===== config.mk =====
export PLATFORM = sky130hd
export DESIGN_NAME = fsm_trace_monitor
export DESIGN_NICKNAME = d
export VERILOG_FILES = /design/src/rtl/fsm_trace_monitor.sv
export SDC_FILE = /design/constraint.sdc
export NUM_CORES = 1
export LEC_CHECK = 0
export CORE_MARGIN = 8
export CORE_UTILIZATION = 55
export CTS_BUF_LIST = sky130_fd_sc_hd__clkbuf_4 sky130_fd_sc_hd__clkbuf_8 sky130_fd_sc_hd__clkbuf_16
export DETAILED_ROUTE_END_ITERATION = 16
export PLACE_DENSITY = 0.87
export SLEW_MARGIN = 10
export SYNTH_ARGS = -nofsm -noshare
export SYNTH_HDL_FRONTEND = slang
export SYNTH_SLANG_ARGS = --single-unit
export TNS_END_PERCENT = 50

===== constraint.sdc =====
create_clock -name clk -period 3.2 [get_ports clk]
set_input_delay 0.64 -clock clk [delete_from_list [all_inputs] [get_ports clk]]
set_output_delay 0.64 -clock clk [all_outputs]
set_load 0.05 [all_outputs]

===== src/rtl/fsm_trace_monitor.sv =====
// fsm_trace_monitor: passive FSM state-trace observer with transition coverage, illegal-jump capture and report streaming
// Optional stuck-state detector enabled by defining FSM_TRACE_MONITOR_STUCK_EN.
module fsm_trace_monitor #(
    parameter int STATE_W   = 2,
    parameter int CNT_W     = 8,
    parameter int STUCK_LIM = 16
) (
    input  logic                                  clk,
    input  logic                                  rst_n,
    input  logic                                  mon_valid,
    input  logic [STATE_W-1:0]                    mon_state,
    input  logic [(2**STATE_W)*(2**STATE_W)-1:0]  legal_tr,
    input  logic                                  dump_req,
    output logic                                  busy,
    output logic                                  rpt_valid,
    input  logic                                  rpt_ready,
    output logic [2*STATE_W+CNT_W-1:0]            rpt_data,
    output logic                                  rpt_last,
    output logic                                  illegal_flag,
    output logic [STATE_W-1:0]                    illegal_from,
    output logic [STATE_W-1:0]                    illegal_to
`ifdef FSM_TRACE_MONITOR_STUCK_EN
    ,
    output logic                                  stuck
`endif
);
    localparam int N  = 2**STATE_W;
    localparam int NN = N*N;
    localparam int IW = 2*STATE_W;
    localparam int DW = 2*STATE_W+CNT_W;
    localparam logic [1:0] IDLE = 2'd0;
    localparam logic [1:0] HDR  = 2'd1;
    localparam logic [1:0] TR   = 2'd2;
    localparam logic [1:0] CLR  = 2'd3;

    // The header word must be wide enough to carry the whole visited bitmap.
    if (N > DW || STUCK_LIM < 1) begin : g_bad_cfg
        $error("fsm_trace_monitor: need N <= 2*STATE_W+CNT_W and STUCK_LIM >= 1");
    end

    logic [1:0]         state;
    logic [IW-1:0]      idx;
    logic [CNT_W-1:0]   cnt [NN];
    logic [N-1:0]       visited;
    logic [STATE_W-1:0] prev;
    logic               have_prev;
    logic               take;
    logic               hs;
    logic [IW-1:0]      tr_idx;

    // Samples are only accepted while no report is in flight.
    assign take   = (state == IDLE) && mon_valid;
    assign hs     = rpt_valid && rpt_ready;
    assign tr_idx = {prev, mon_state};

    assign busy      = state != IDLE;
    assign rpt_valid = (state == HDR) || (state == TR);
    assign rpt_last  = (state == TR) && (&idx);
    assign rpt_data  = (state == HDR) ? DW'(visited) : (state == TR) ? {idx, cnt[idx]} : '0;

    // Report sequencer; idx wraps back to 0 on the last transition word.
    always_ff @(posedge clk or negedge rst_n) begin
        if (!rst_n) begin
            state <= IDLE;
            idx   <= '0;
        end else begin
            case (state)
                IDLE:    state <= dump_req ? HDR : IDLE;
                HDR:     state <= hs ? TR : HDR;
                TR:      if (hs) begin
                             state <= (&idx) ? CLR : TR;
                             idx   <= idx + 1'b1;
                         end
                default: state <= IDLE;
            endcase
        end
    end

    // Coverage collection: visited bitmap and saturating per-transition counters.
    always_ff @(posedge clk or negedge rst_n) begin
        if (!rst_n) begin
            visited   <= '0;
            prev      <= '0;
            have_prev <= 1'b0;
            for (int i = 0; i < NN; i++) cnt[i] <= '0;
        end else if (state == CLR) begin
            visited   <= '0;
            have_prev <= 1'b0;
            for (int i = 0; i < NN; i++) cnt[i] <= '0;
        end else if (take) begin
            visited[mon_state] <= 1'b1;
            prev               <= mon_state;
            have_prev          <= 1'b1;
            if (have_prev && !(&cnt[tr_idx])) cnt[tr_idx] <= cnt[tr_idx] + 1'b1;
        end
    end

    // First illegal transition is latched and held until reset, surviving dumps.
    always_ff @(posedge clk or negedge rst_n) begin
        if (!rst_n) begin
            illegal_flag <= 1'b0;
            illegal_from <= '0;
            illegal_to   <= '0;
        end else if (take && have_prev && !legal_tr[tr_idx] && !illegal_flag) begin
            illegal_flag <= 1'b1;
            illegal_from <= prev;
            illegal_to   <= mon_state;
        end
    end

`ifdef FSM_TRACE_MONITOR_STUCK_EN
    localparam int RW = $clog2(STUCK_LIM+1);
    logic [RW-1:0] run;
    logic [RW-1:0] run_nx;

    assign run_nx = (have_prev && mon_state == prev) ? ((run == RW'(STUCK_LIM)) ? run : run + 1'b1) : RW'(1);

    // Run length of identical consecutive samples, saturating at the stuck limit.
    always_ff @(posedge clk or negedge rst_n) begin
        if (!rst_n) begin
            run   <= '0;
            stuck <= 1'b0;
        end else if (state == CLR) begin
            run   <= '0;
            stuck <= 1'b0;
        end else if (take) begin
            run   <= run_nx;
            stuck <= run_nx == RW'(STUCK_LIM);
        end
    end
`endif
endmodule


==> results of run 1 <==
layer usage:
metal	routed length [µm]	GRT usage (%)	vias to the layer above
li1	-	-	2544
met1	9270	34.5	3294
met4	1350	14.0	0
met2	11900	40.5	606
met5	0	0	-
met3	3650	11.5	126
logic make-up after synthesis:
group / synth area share (%)
compound gates: 20.7
xor+xnor: 1.38
fa+ha+maj: 0.909
buf+inv: 4.16
flops: 44.2
mux: 22.1
simple gates: 6.60
layout by cell type (no fill, tap or decap), types with 8 or more instances in the layout:
cell and n:
a22o_1 55, a22oi_1 14, a41oi_4 13, and2_1 12, buf_12 16, buf_4 70
buf_6 8, clkbuf_16 18, clkdlybuf4s50_1 26, dfrtp_1 145, inv_1 11, mux4_2 77
nand2_1 16, nand2_4 8, nand3_1 9, nor2_1 12, o2bb2ai_1 77
worst max-delay path by stage:
stage                             from  slack, ns             endpoint
global placement          mon_state[0]      -0.21  cnt[77]$_DFFE_PN0P_
CTS                 idx[0]$_DFFE_PN0P_     -0.009          rpt_data[3]
detailed placement        mon_state[0]      -0.34  cnt[29]$_DFFE_PN0P_
global route        idx[0]$_DFFE_PN0P_      -0.06          rpt_data[3]
finish              idx[0]$_DFFE_PN0P_     -0.005          rpt_data[3]
floorplan           idx[0]$_DFFE_PN0P_      -0.09          rpt_data[3]
through the flow:
stage	total power [W]	setup slack, ns
6_report	0.00714	-0.00463
2_1_floorplan	0.00393	-0.0858
4_1_cts	0.00706	-0.00880
3_5_place_dp	0.00481	-0.339
3_3_place_gp	0.00474	-0.212
5_1_grt	0.00737	-0.0572
registers in the layout, summed over array words and instances (netlist names), 2 cells and up:
register / flops
illegal_from: 2
state: 2
prev: 2
visited: 4
cnt: 128
idx: 4
illegal_to: 2
power by group:
part           total, W  switching, W  leakage [nW]  internal [W]
Combinational   0.00282       0.00163          1.97       0.00119
Sequential      0.00232      0.000247          2.00       0.00207
Clock           0.00200      0.000768         0.292       0.00123
Total           0.00714       0.00264          4.26       0.00450
area by class of cell:
| class | count | area [µm²] |
|---|---|---|
| flip-flops and latches | 146 | 3650 |
| fillers | 905 | 4800 |
| repair buffers | 127 | 1310 |
| inverters | 11 | 41.3 |
| clock buffers | 22 | 488 |
| well taps | 188 | 235 |
| clock inverters | 9 | 104 |
| multi-input cells | 368 | 4290 |
critical path, stage by stage, from the launching register on:
cell     delay (ns)
dfrtp_2        0.38
buf_6          0.13
buf_12         0.13
mux4_2         0.56
mux4_2         0.54
a22o_1         0.22
buf_6          0.15
timing repair:
item,in CTS,in global routing
pin swaps,1,4
setup endpoints to repair,8,41
gates resized for setup,15,6
buffers inserted,7,0
hold endpoints to repair,0,0
gates cloned,2,1
==> key figures, run 1 <==
Placed design
  • Gp weighted congestion: 0.926
  • Placed cells: 831
  • Post-DP HPWL: 17200 µm
  • IO buf count: 42
  • Placed Area: 9330 µm²

Synth
  • Post-synth top area cell: dfrtp_1
  • Synth Net Count: 607
  • Sequential element share of the synthesized area: 44.2%
  • Most common library cells after synthesis: dfrtp_1 (146), mux4_2 (77), o2bb2ai_1 (77)
  • Synth unique cells: 39
  • Cells after synthesis: 578
  • Yosys warns: 0
  • FF+latch count, synth: 146
  • Top FF cell, synth: dfrtp_1
  • Area share of the leading cell type in the synthesized netlist: 44.2%
  • Most frequent cell after synthesis: dfrtp_1
  • Ranking of synthesized cells by area: dfrtp_1 (44%), mux4_2 (21%), o2bb2ai_1 (8.2%)
  • Post-synth EDFFs: 0
  • Ys async rst share: 100%
  • Cell area after synthesis: 8260 µm²
  • Syn avg cell area: 14.3 µm²

Critical path
  • Worst-path fanout max: 5
  • R2r setup slk: 0.25 ns
  • Crit path DAT: 2.56 ns
  • Crit Reg-Reg Endpoint: cnt[119]$_DFFE_PN0P_
  • Crit path required time: 2.56 ns
  • FF-to-FF Start: prev[1]$_DFFE_PN0P_
  • Worst reg2reg path depth: 10
  • Crit. End Element: output pin
  • Worst Setup Start Kind: register
  • Crit Path Class: reg -> out

Power and ir drop
  • Pwr dens: 706 nW/µm²
  • VDD IR max: 0.418 mV
  • Lkg Pwr: 4.26 nW

Cells and area
  • Final std cells w/o fill: 871
  • Post-route cell area: 10100 µm²
  • Final nets: 700
  • Area growth from synthesis to layout: 22.4%
  • Final Core Density: 67.8%
  • Ant. Diodes: 0
  • Layout cell share with drive strength beyond 1: 36.3%

Run status
  • Outcome: finished, violations left
  • Violated checks: setup timing

Global routing
  • Initial antenna violation count: 0
  • Number of global-route vias before repair: 6858
  • GRT overflow: 0
  • Largest net degree at the start of global routing: 74
  • Gr usage total: 27.6%
  • First-pass GRT wire length: 40700 µm

Drt
  • Initial DRC Count: 974
  • Routed wire per std cell: 30.1 µm
  • Routed wire length: 26200 µm
  • DR vias: 6570
  • Via-to-Cell Ratio: 7.54
  • DRC: 0
  • DR pass1 iterations: 7
  • Post-route ant nets: 0

Timing
  • Slew @ Worst Pin: 0.707 ns
  • RSZ-0062 raised after global routing: yes
  • Final period utilization: 100%
  • Max Clk Rate: 312 MHz
  • Final hold vios: 0
  • Final slew viol count: 0
  • Post-route setup slack: -0.00463 ns
  • Hold slack final: 0.254 ns
  • Final setup viols: 1
  • Min Tclk post-route: 3.20 ns
  • Slew HR: 52.9%
  • Setup TNS: -0.00463 ns
  • Worst Clk Skew: 0.0131 ns

Min path
  • Worst Hold Class: in -> async

Run
  • Max cap viols: 0

Die
  • Die area: 19200 µm²
  • I/O pins: 43
  • Die X: 139 µm
  • # rows: 45
  • Die height: 139 µm
  • Initial Utilization: 55.4%
  • Core Area: 14900 µm²

Clock tree
  • CTS sink cnt: 146
  • Worst-path clk slew: 0.06 ns
  • TritonCTS Buffers: 17
  • H-Tree Level Count: 4
  • Hold Buf Count CTS: 0
  • Clock latency on the worst-skew pair: 0.43 ns
  • CTS root buf: clkbuf_16
  • TritonCTS clock tree: yes
  • Clk buf depth: 2
Power figures use the tool's default switching activity.
==> run 2, diff against run 1 <==
--- a/config.mk
+++ b/config.mk
@@ -5,10 +5,11 @@
 export SDC_FILE = /design/constraint.sdc
 export NUM_CORES = 1
 export LEC_CHECK = 0
-export CORE_MARGIN = 8
+export CORE_MARGIN = 2
 export CORE_UTILIZATION = 55
 export CTS_BUF_LIST = sky130_fd_sc_hd__clkbuf_4 sky130_fd_sc_hd__clkbuf_8 sky130_fd_sc_hd__clkbuf_16
 export DETAILED_ROUTE_END_ITERATION = 16
+export MAX_ROUTING_LAYER = met4
 export PLACE_DENSITY = 0.87
 export SLEW_MARGIN = 10
 export SYNTH_ARGS = -nofsm -noshare
==> key figures, run 2 (synthesis gave the netlist of run 1 again) <==
Global routing
  • Largest net degree at the start of global routing: 85 (+15%)
  • Number of global-route vias before repair: 6586 (-4.0%)
  • Gr usage total: 33.3% (+5.7 points)
  • First-pass GRT wire length: 38800 µm (-4.7%)
  • Initial antenna violation count: 0 (unchanged)
  • GRT overflow: 0 (unchanged)

Clock tree
  • H-Tree Level Count: 4 (unchanged)
  • Clk buf depth: 2 (unchanged)
  • CTS root buf: clkbuf_16
  • Hold Buf Count CTS: 0 (unchanged)
  • CTS sink cnt: 146 (unchanged)
  • TritonCTS clock tree: yes
  • TritonCTS Buffers: 17 (unchanged)
  • Clock latency on the worst-skew pair: 0.43 ns (about the same)
  • Worst-path clk slew: 0.06 ns (about the same)

Drt
  • Initial DRC Count: 847 (-13%)
  • DR vias: 6351 (-3.3%)
  • Post-route ant nets: 0 (unchanged)
  • DR pass1 iterations: 5 (-2)
  • Via-to-Cell Ratio: 7.39 (-2.0%)
  • DRC: 0 (unchanged)
  • Routed wire per std cell: 28.6 µm (-4.7%)
  • Routed wire length: 24600 µm (-6.0%)

Cells and area
  • Register area: 3660 µm² (about the same)
  • Ant. Diodes: 0 (unchanged)
  • Final nets: 692 (-1.1%)
  • Layout cell share with drive strength beyond 1: 35.0% (-1.3 points)
  • Final Core Density: 69.0% (+1.2 points)
  • Flip-flop count of the largest register after layout: 128 (unchanged)
  • Most frequent cells in the layout: dfrtp_1 (144), mux4_2 (77), o2bb2ai_1 (77), buf_4 (64), a22o_1 (55)
  • Multi-input gate area: 4270 µm² (-0.41%)
  • Largest registers: cnt: 128 flops, idx: 4 flops, visited: 4 flops
  • Commonest non-fill, non-tap cell in the layout: dfrtp_1
  • Area growth from synthesis to layout: 21.8%
  • Largest register by flop count: cnt
  • Fillers: 905 (unchanged)

Timing
  • Slew @ Worst Pin: 0.987 ns (+0.280 ns)
  • Slew HR: 34.0% (-19 points)
  • Min Tclk post-route: 3.19 ns (-0.0144 ns)
  • RSZ-0062 raised after global routing: yes
  • Final period utilization: 99.7% (-0.45 points)
  • Post-route setup slack: 0.00972 ns (+0.0144 ns)
  • Final hold vios: 0 (unchanged)
  • Worst Clk Skew: 0.00971 ns (-0.00338 ns)
  • Final setup viols: 0 (-1)
  • Max Clk Rate: 313 MHz (+0.45%)
  • Final slew viol count: 0 (unchanged)

Placed design
  • Pre-CTS setup slack: -0.423 ns (-0.0844 ns)
  • Post-DP HPWL: 16800 µm (-2.2%)
  • IO buf count: 42 (unchanged)
  • Gp weighted congestion: 1.05 (+14%)

Critical path
  • CP max-delay cell: mux4_2
  • Slowest stage delay, CP: 0.55 ns (about the same)
  • Crit path required time: 2.56 ns (about the same)
  • Worst Setup Start Kind: register
  • R2r setup slk: 0.11 ns (-0.14 ns)
  • Crit Path Class: reg -> out
  • Crit path top cell by count: mux4_2
  • Worst-path fanout max: 11 (+6)
  • CP cell instances: buf_12, mux4_2, mux4_2, a22o_1, buf_6
  • Crit path DAT: 2.55 ns (about the same)
  • Crit. End Element: output pin

Die
  • Die X: 127 µm (-8.7%)
  • # rows: 44 (-2.2%)
  • Initial Utilization: 56.6% (+1.3 points)
  • Core Area: 14600 µm² (-2.2%)
  • Die height: 127 µm (-8.7%)
  • Die area: 16000 µm² (-17%)
  • I/O pins: 43 (unchanged)

Power and ir drop
  • Pwr dens: 714 nW/µm² (+1.1%)
  • Lkg Pwr: 4.23 nW (-0.78%)
  • VDD IR max: 0.418 mV (-0.11%)

Min path
  • Worst Hold Class: in -> async

Run
  • Max cap viols: 0 (unchanged)

Run status
  • Outcome: complete, no violations
run 2: what timing repair did:
| action | in CTS | in global routing |
|---|---|---|
| endpoints found under the setup margin | 6 | 18 |
| gates resized for setup | 6 | 8 |
| cloned | 0 | 1 |
| buffers inserted | 0 | 1 |
| pin swaps | 0 | 1 |
| endpoints found under the hold margin | 0 | 0 |
run 2: worst max-delay path: cells and delay by family, from the launching register on:
kind                   cells  cell delay (ns)
muxes                      2             1.09
DFF                        1             0.44
buffers and inverters      2             0.34
AOI/OAI and AO/OA          1             0.24
run 2: power by group:
part           switching (W)  total (W)  internal, W
Combinational        0.00157    0.00268      0.00111
Clock               0.000798    0.00216      0.00136
Sequential          0.000271    0.00234      0.00207
Total                0.00264    0.00718      0.00455
run 2: path summary, 6_finish.rpt:
path	start	to	cells past startpoint
setup / recovery	idx[0]$_DFFE_PN0P_	rpt_data[0]	5
hold reg to reg	visited[1]$_DFFE_PN0N_	visited[1]$_DFFE_PN0N_	2
max in group asynchronous	rst_n	cnt[87]$_DFFE_PN0P_	2
min in group clk	visited[1]$_DFFE_PN0N_	visited[1]$_DFFE_PN0N_	2
hold / removal	rst_n	illegal_to[0]$_DFFE_PN0P_	1
setup reg to reg	prev[0]$_DFFE_PN0P_	cnt[62]$_DFFE_PN0P_	9
run 2: area by class of cell:
class                           count  area share (%)
Clock buffer                       20            4.57
Clock inverter                     11            1.73
Inverter                           11           0.410
Multi-Input combinational cell    368            42.4
Sequential cell                   146            36.3
Tap cell                          184            2.29
Timing Repair Buffer              119            12.3
run 2: metrics by stage:
stage | power, W | cells | instance area, µm² | hold slack [ns] | TNS (ns)
after floorplan | 0.00393 | 578 | 8300 | 0.344 | -0.170
after global placement | 0.00474 | 826 | 9340 | 0.479 | -31.91
after detailed placement | 0.00485 | 826 | 9340 | 0.491 | -43.70
after CTS | 0.00703 | 857 | 9990 | 0.302 | 0
after global routing | 0.00740 | 859 | 10100 | 0.337 | -0.0438
final | 0.00718 | 859 | 10100 | 0.271 | 0
run 2: routing by layer:
| metal | track usage (%) | vias up | part of all wire, % |
|---|---|---|---|
| met1 | 42.8 | 3265 | 37 |
| met5 | - | - | 0 |
| met3 | 8.27 | 101 | 11 |
| li1 | - | 2517 | - |
| met4 | 15.2 | 0 | 5.0 |
| met2 | 50.5 | 468 | 48 |
